## src/rtl/ss_pkg.sv

```systemverilog
// Shared types and helpers for the signed stochastic-to-binary converter.
// Holds the FSM state encoding, the per-sample delta encoding and the saturation classifier.
package ss_pkg;

  typedef enum logic [1:0] {
    ST_IDLE = 2'b00,
    ST_RUN  = 2'b01,
    ST_HOLD = 2'b10
  } ss_state_e;

  typedef enum logic [1:0] {
    SAT_NONE = 2'b00,
    SAT_MAX  = 2'b01,
    SAT_MIN  = 2'b10
  } ss_sat_e;

  localparam logic signed [1:0] DELTA_ZERO = 2'sb00;
  localparam logic signed [1:0] DELTA_POS  = 2'sb01;
  localparam logic signed [1:0] DELTA_NEG  = 2'sb11;

  // Sign-magnitude stochastic bit to a signed step of -1, 0 or +1.
  function automatic logic signed [1:0] ss_delta(input logic in_bit, input logic sign_bit);
    logic signed [1:0] d;
    case ({in_bit, sign_bit})
      2'b10:   d = DELTA_POS;
      2'b11:   d = DELTA_NEG;
      default: d = DELTA_ZERO;
    endcase
    return d;
  endfunction

  // Classifies a signed sum against the two's-complement range of an out_w-bit result.
  function automatic ss_sat_e ss_sat(input logic signed [31:0] sum, input int unsigned out_w);
    logic signed [31:0] max_v;
    logic signed [31:0] min_v;
    ss_sat_e            r;
    max_v = (32'sd1 <<< (out_w - 32'd1)) - 32'sd1;
    min_v = -(32'sd1 <<< (out_w - 32'd1));
    if (sum > max_v) begin
      r = SAT_MAX;
    end else if (sum < min_v) begin
      r = SAT_MIN;
    end else begin
      r = SAT_NONE;
    end
    return r;
  endfunction

endpackage

```

## src/rtl/ss_signed_stoch2bin_chk.sv

```systemverilog
// Protocol checker for ss_signed_stoch2bin: strobe width, clamp values and BUSY/state agreement.
module ss_signed_stoch2bin_chk
  import ss_pkg::*;
#(
  parameter int OUT_W = 9
) (
  input logic             CLK,
  input logic             INIT,
  input logic             VALID,
  input logic             SAT,
  input logic             BUSY,
  input ss_state_e        state,
  input logic [OUT_W-1:0] VALUE
);

  localparam logic [OUT_W-1:0] MAX_V = {1'b0, {(OUT_W-1){1'b1}}};
  localparam logic [OUT_W-1:0] MIN_V = {1'b1, {(OUT_W-1){1'b0}}};

  a_valid_one_cycle: assert property (@(posedge CLK) disable iff (INIT) VALID |=> !VALID);

  a_sat_clamped: assert property (@(posedge CLK) disable iff (INIT)
    (VALID && SAT) |-> ((VALUE == MAX_V) || (VALUE == MIN_V)));

  a_busy_matches_run: assert property (@(posedge CLK) disable iff (INIT)
    BUSY == (state == ST_RUN));

  a_state_legal: assert property (@(posedge CLK) disable iff (INIT)
    state != 2'b11);

endmodule

```

## src/rtl/ss_window_counter.sv

```systemverilog
// Counts enabled samples within one window; TC flags the sample that closes the window.
// The counter wraps to zero on that sample, so a new window starts with no idle edge.
module ss_window_counter #(
  parameter int WIN_LOG2 = 8
) (
  input  logic CLK,
  input  logic INIT,
  input  logic CLR,
  input  logic EN,
  output logic TC
);

  logic [WIN_LOG2-1:0] cnt_r;

  // Sample counter with asynchronous init and synchronous clear.
  always_ff @(posedge CLK or posedge INIT) begin
    if (INIT) begin
      cnt_r <= '0;
    end else if (CLR) begin
      cnt_r <= '0;
    end else if (EN) begin
      cnt_r <= cnt_r + WIN_LOG2'(1);
    end
  end

  assign TC = EN && (cnt_r == {WIN_LOG2{1'b1}});

endmodule

```

## src/rtl/ss_signed_stoch2bin.sv

```systemverilog
// Signed stochastic-to-binary converter: integrates a sign-magnitude bitstream over
// 2^WIN_LOG2 enabled samples and emits a saturated two's-complement value per window.
module ss_signed_stoch2bin
  import ss_pkg::*;
#(
  parameter int WIN_LOG2 = 8,
  parameter int OUT_W    = 9
) (
  input  logic             CLK,
  input  logic             INIT,
  input  logic             EN,
  input  logic             IN,
  input  logic             SIGN,
  input  logic             SINGLE,
  input  logic             RESTART,
  output logic [OUT_W-1:0] VALUE,
  output logic             VALID,
  output logic             SAT,
  output logic             BUSY
);

  localparam int ACC_W = WIN_LOG2 + 2;

  ss_state_e               state_r;
  ss_state_e               state_nxt_s;
  logic signed [ACC_W-1:0] acc_r;
  logic signed [ACC_W-1:0] delta_s;
  logic signed [ACC_W-1:0] sum_s;
  logic                    sample_s;
  logic                    win_end_s;
  ss_sat_e                 sat_kind_s;
  logic [OUT_W-1:0]        value_nxt_s;
  logic [OUT_W-1:0]        value_r;
  logic                    valid_r;
  logic                    sat_r;
  logic                    busy_r;

  // HOLD ignores EN and RESTART discards a coincident sample.
  assign sample_s = EN && (state_r != ST_HOLD) && !RESTART;

  ss_window_counter #(
    .WIN_LOG2(WIN_LOG2)
  ) u_win_cnt (
    .CLK (CLK),
    .INIT(INIT),
    .CLR (RESTART),
    .EN  (sample_s),
    .TC  (win_end_s)
  );

  // Delta, running sum and saturated window result.
  always_comb begin
    delta_s     = ACC_W'(ss_delta(IN, SIGN));
    sum_s       = acc_r + delta_s;
    sat_kind_s  = ss_sat(32'(sum_s), OUT_W);
    value_nxt_s = sum_s[OUT_W-1:0];
    case (sat_kind_s)
      SAT_MAX: value_nxt_s = {1'b0, {(OUT_W-1){1'b1}}};
      SAT_MIN: value_nxt_s = {1'b1, {(OUT_W-1){1'b0}}};
      default: value_nxt_s = sum_s[OUT_W-1:0];
    endcase
  end

  // Next-state logic; RESTART wins over everything else.
  always_comb begin
    state_nxt_s = state_r;
    case (state_r)
      ST_IDLE: begin
        if (RESTART) begin
          state_nxt_s = ST_IDLE;
        end else if (EN) begin
          state_nxt_s = ST_RUN;
        end else begin
          state_nxt_s = ST_IDLE;
        end
      end
      ST_RUN: begin
        if (RESTART) begin
          state_nxt_s = ST_IDLE;
        end else if (win_end_s) begin
          state_nxt_s = SINGLE ? ST_HOLD : ST_RUN;
        end else begin
          state_nxt_s = ST_RUN;
        end
      end
      ST_HOLD: begin
        if (RESTART) begin
          state_nxt_s = ST_IDLE;
        end else begin
          state_nxt_s = ST_HOLD;
        end
      end
      default: state_nxt_s = ST_IDLE;
    endcase
  end

  // State register.
  always_ff @(posedge CLK or posedge INIT) begin
    if (INIT) begin
      state_r <= ST_IDLE;
    end else begin
      state_r <= state_nxt_s;
    end
  end

  // Window accumulator; restarts from zero after every window end or RESTART.
  always_ff @(posedge CLK or posedge INIT) begin
    if (INIT) begin
      acc_r <= '0;
    end else if (RESTART || win_end_s) begin
      acc_r <= '0;
    end else if (sample_s) begin
      acc_r <= sum_s;
    end
  end

  // Output registers; win_end_s is already suppressed by RESTART.
  always_ff @(posedge CLK or posedge INIT) begin
    if (INIT) begin
      value_r <= '0;
      valid_r <= 1'b0;
      sat_r   <= 1'b0;
      busy_r  <= 1'b0;
    end else begin
      valid_r <= win_end_s;
      busy_r  <= (state_nxt_s == ST_RUN);
      if (win_end_s) begin
        value_r <= value_nxt_s;
        sat_r   <= (sat_kind_s != SAT_NONE);
      end
    end
  end

  assign VALUE = value_r;
  assign VALID = valid_r;
  assign SAT   = sat_r;
  assign BUSY  = busy_r;

  ss_signed_stoch2bin_chk #(
    .OUT_W(OUT_W)
  ) u_chk (
    .CLK  (CLK),
    .INIT (INIT),
    .VALID(valid_r),
    .SAT  (sat_r),
    .BUSY (busy_r),
    .state(state_r),
    .VALUE(value_r)
  );

endmodule
```

## config.mk

```make
export PLATFORM = sky130hd
export DESIGN_NAME = ss_signed_stoch2bin
export DESIGN_NICKNAME = d
export VERILOG_FILES = /design/src/rtl/ss_pkg.sv /design/src/rtl/ss_signed_stoch2bin_chk.sv /design/src/rtl/ss_window_counter.sv /design/src/rtl/ss_signed_stoch2bin.sv
export SDC_FILE = /design/constraint.sdc
export NUM_CORES = 1
export LEC_CHECK = 0
export CAP_MARGIN = 20
export CORE_MARGIN = 2
export CORE_UTILIZATION = 30
export CTS_CLUSTER_SIZE = 30
export DETAILED_ROUTE_END_ITERATION = 10
export SYNTH_ARGS = -nofsm -noshare
export SYNTH_HDL_FRONTEND = slang
export SYNTH_SLANG_ARGS = --single-unit
```

## constraint.sdc

```tcl
create_clock -name CLK -period 3.35 [get_ports CLK]
set_input_delay 1.005 -clock CLK [delete_from_list [all_inputs] [get_ports CLK]]
set_output_delay 1.005 -clock CLK [all_outputs]
set_load 0.01 [all_outputs]
```

Word-level counts from Yosys, hierarchy flattened
Index checks and enable logic that the tools add are counted.

Output and inout port bits: 12. Flip-flop bits (word level): 32. Word-level logic and storage cells: 44. Input bits: 7.

Multiplexer cells: 15. Eq/ne operators: 9. Magnitude comparators: 2. Add/subtract/negate cells: 2. Reductions and logical operators: 9.

Operators with widths (number): $mux W10 (2); $pmux W9 S2 (1); $mux W8 (2); $mux W2 (6); $add A10 B2 Y10 (1); $gt A10 B9 Y1 const B (1); $lt A10 B9 Y1 const B (1); $add A8 B1 Y8 const B (1); $eq A2 B2 Y1 const B (4); $eq A8 B8 Y1 const B (1); $eq A2 B1 Y1 const B (3); $pmux W2 S3 (1); $reduce_bool A2 Y1 (3); $pmux W2 S2 (1); $logic_and A1 B1 Y1 (3); $logic_not A2 Y1 (1); $mux W1 (2); $ne A2 B2 Y1 const B (1); $logic_not A1 Y1 (1); $logic_or A1 B1 Y1 (1).

Depth between registers and ports, before layout
Depth after elaboration: 8. Depth in mapped cells: 11. Gate-level depth less buffers: 9.

Hierarchy
From an unflattened synthesis, not the netlist that was laid out.

Cells, all modules: 206. Area, all modules: 1911.8 um^2.

Modules (own cells, without submodules): ss_signed_stoch2bin (seq. area each 600.6 um^2, times used 1, area each 1492.7 um^2, cells an instance 165); ss_window_counter (seq. area each 200.2 um^2, times used 1, area each 419.2 um^2, cells an instance 41).

Worst setup path before layout
Ideal clock, no wire load.

Path kind: input port to flip-flop. Start: input port SIGN. End: register value_r[2] (netlist: VALUE[2]). Setup time: 0.082 ns. Slack: 0.234 ns. Stages: 11. Data required time: 3.268 ns. Arrival: 3.034 ns. Path buffers: 2. Cells stage by stage: nand2_1 -> buf_2 -> xnor2_1 -> ha_1 -> and4_1 -> nand4_1 -> a32oi_2 -> xor2_2 -> clkbuf_1 -> a21oi_1 -> o22ai_1.

Cells in the longest elaborated chain, start to end: 8. Elaborated cells between the ends (all ways): 11. Those cells by class: 1 x add/sub; 2 x order compare; 4 x eq/ne; 4 x mux.

RTL lines: from (decl) (line ss_signed_stoch2bin.sv:13) `input logic SIGN,`; $eq A2 B2 Y1 (line ss_pkg.sv:24) `case ({in_bit, sign_bit})`; $pmux W2 S2 (*) (line ss_pkg.sv:24); $add A10 B2 Y10 (*) (line ss_signed_stoch2bin.sv:54) `sum_s = acc_r + delta_s;`; $lt A10 B9 Y1 (line ss_pkg.sv:41) `end else if (sum < min_v) begin`; $mux W2 (line ss_pkg.sv:41); $mux W2 (line ss_pkg.sv:39) `if (sum > max_v) begin`; $eq A2 B2 Y1 / $eq A2 B1 Y1 (equally long branches) (line ss_signed_stoch2bin.sv:57) `case (sat_kind_s)`; $pmux W9 S2 (*) (line ss_signed_stoch2bin.sv:57); to (signal assigned) (line ss_signed_stoch2bin.sv:128) `value_r <= value_nxt_s;`; to (decl) (line ss_signed_stoch2bin.sv:33) `logic [OUT_W-1:0] value_r;`.

Every way passes the cells marked *; elsewhere a longest branch is shown, timed or not. A chain may end at the register's enable or synchronous reset.

Worst setup path after layout
Start: input port SIGN. End: register value_r[1] (netlist: VALUE[1]).

The elaborated chain is that of the path after synthesis.

==> run metrics <==
status finished, final reports clean; drt pass-1 iters 4; die area 0.00690 mm2; Power Density 429 mW/mm2; proportion of layout cells with a drive suffix above 1 0.169; r2r endpoint VALUE[5]$_DFFE_PP0P_; CTS Hold Bufs 0; I/O Buffers 18; worst vdd ir 0.229 mV; mapped cell area 0.00188 mm2; Hold Path Cell Cnt 1; Synth Warn # 0; CP Class input pin to register; Post-DRT Antenna Nets 0; max-slew violations 0; HP Class register to register; pre-CTS setup slack -0.0520 ns; Starting Density 0.313; CP startpoint kind input pin; DIE WIDTH 83.1 um; Hold Path Origin state_r[1]$_DFF_PP0_; Clock Skews 0.00999 ns; later-pin clock latency in the skew report 0.28 ns; critical path endpoint category register; Root Buffer clkbuf_8; R2R setup slack 1.00 ns; DRT iter0 DRCs 100; first-pass GRT wire length 7510 um; CP arrival 3.26 ns; gpl congestion 0.779; GR peak layer met2; Vias 1528; Cells after Synth 198; nets@finish 242; I/O Pins 19; final hold violation count 0; # rows 28; CTS tree yes; Internal Dissipation 0.755 mW; DR WL/cell 13.2 um; clock slew at reported path FFs 0.06 ns; Via density 4.99; Slew @ Worst Pin 0.400 ns; post-synth top area share 0.427; Yosys cell types 47; cell taking the most area after synthesis dfrtp_1; diode count 0; Post-Route WL 4040 um; Area contributors post-synth dfrtp_1 (43%), xor2_1 (5.1%), a22o_1 (4.2%); min Tclk post-route 3.12 ns; Switching Share 0.259; All-Layer GR Usage 0.132; cts repair resizes 0; global-route track usage on met1 0.176; #FFs+latches synth 32; CP required 3.49 ns; Psw 0.264 mW; commonest cells in the netlist dfrtp_1 (32), nor2_1 (20), nand2_1 (16), a21oi_1 (12), xor2_1 (11); Inserted Clock Buffers 5; FF-to-FF Start acc_r[1]$_DFFE_PP0P_; total grt overflow 0; Reg power frac 0.414; Final Cycle Share 0.931; GRT met3 Usage 0.0318; core area 0.00599 mm2; CTS Buffer Depth 2; Sink Count 32; fillers 585; die height 83.1 um; EDFF count, synth 0; WHS Endpoint BUSY$_DFF_PP0_; power share of the combinational group 0.191; Maximum Capacitance Violations 0; RSZ-0062 raised after global routing no; # Post-CTS Setup Buffers 0; setup ws final 0.233 ns; post-synthesis sequential area ratio 0.427; cells on worst reg2reg path 8; dpl hpwl 3040 um; final non-filler cell total 306; Post-Syn Nets 210; vias in the first global route 1563; Synth Area per Inst 9.48 um2; initial antenna violation count 0; most common cell in the netlist dfrtp_1; # DRC 0; Area growth syn-to-layout 26.5%; maximum clock frequency 321 MHz; GR Util met2 0.210; dpl cells 298; LEAKAGE 1.09 nW; Post-synth ARST share 1.00; # setup viols final 0; worst relative slew slack 0.733; clock share of power 0.394; H-tree levels 2; largest net degree at the start of global routing 33; Synth Flop Type dfrtp_1; CP Max Fanout 4
## power by group through the flow
stage | sequential, mW | combinational (mW) | clock (mW)
after detailed placement | 0.429 | 0.195 | 0
after global routing | 0.425 | 0.219 | 0.437
after floorplan | 0.415 | 0.144 | 0
final | 0.422 | 0.195 | 0.402
after CTS | 0.422 | 0.197 | 0.413
after global placement | 0.429 | 0.195 | 0
## cell usage in the layout (no fill, tap or decap), types with 2 or more instances in the layout
master           Yosys  routed
buf_4                0      21
o22ai_1              9       9
xnor2_1              7       7
nor2_1              20      20
ha_1                 5       5
nor4_1               3       3
and3_1               4       4
nand2_1             16      16
o21ai_0              9       9
xor2_1              11      11
nand3_1              2       2
a21o_1               2       2
nand4_1              4       4
inv_1                8       8
a22o_1               9       9
a21oi_1             12      12
clkdlybuf4s50_1      0      18
and2_1               3       3
clkbuf_8             0       7
dfrtp_1             32      32
## cell type report
type	count	area, um2	share of cell area
Clock buffer	7	96.3	0.0406
Timing Repair Buffer	39	338	0.142
Clock inverter	1	30.0	0.0127
Tap cell	75	93.8	0.0395
Multi-Input combinational cell	143	981	0.413
Sequential cell	32	801	0.337
Inverter	9	33.8	0.0142
## metrics by stage
stage	utilization	total power [mW]	hold slack [ns]	setup TNS (ns)	cell area [um2]
2_1_floorplan	-	0.559	0.446	0	1880
3_3_place_gp	0.375	0.623	0.468	-0.131	2250
3_5_place_dp	0.375	0.624	0.476	-0.153	2250
4_1_cts	0.396	1.03	0.485	0	2370
5_1_grt	0.396	1.08	0.514	0	2370
6_report	0.396	1.02	0.485	0	2370
## registers in the layout, indices dropped and copies added, names as in the netlist
register         cells
acc_r               10
VALUE                9
u_win_cnt.cnt_r      8
state_r              2
BUSY                 1
SAT                  1
VALID                1
## worst max path at each step
stage / from / end / slack [ns]
floorplan: SIGN / VALUE[2]$_DFFE_PP0P_ / 0.23
global placement: SIGN / VALUE[1]$_DFFE_PP0P_ / -0.05
detailed placement: IN / VALUE[5]$_DFFE_PP0P_ / -0.05
CTS: SIGN / VALUE[5]$_DFFE_PP0P_ / 0.24
global route: SIGN / VALUE[1]$_DFFE_PP0P_ / 0.02
finish: SIGN / VALUE[1]$_DFFE_PP0P_ / 0.23
## kinds of logic (layout without fill, tap and decap cells)
| kind of cell | after synthesis | count (layout) | synth area share |
|---|---|---|---|
| AND/OR/NAND/NOR | 60 | 60 | 0.155 |
| adder cells (fa/ha/maj) | 7 | 7 | 0.0447 |
| flip-flops | 32 | 32 | 0.427 |
| XOR/XNOR | 19 | 19 | 0.0927 |
| AO/OA/AOI/OAI | 55 | 55 | 0.214 |
| buffers and inverters | 23 | 56 | 0.0533 |
| multiplexers | 2 | 2 | 0.0133 |
## critical path: stages
cell             delay (ns)
clkdlybuf4s50_1        0.42
nand2_1                0.15
inv_2                  0.06
ha_1                   0.29
a211o_1                0.29
a41oi_1                0.24
and2_1                 0.18
a211oi_2               0.09
buf_4                  0.16
o21ai_0                0.26
o22ai_1                0.14
## routing by layer
layer | part of all wire | routed length [um] | vias up
li1 | - | - | 777
met1 | 0.48 | 1960 | 711
met2 | 0.46 | 1850 | 31
met3 | 0.037 | 148 | 9
met4 | 0.021 | 85 | 0
met5 | 0 | 0 | -
Power figures use the tool's default switching activity.
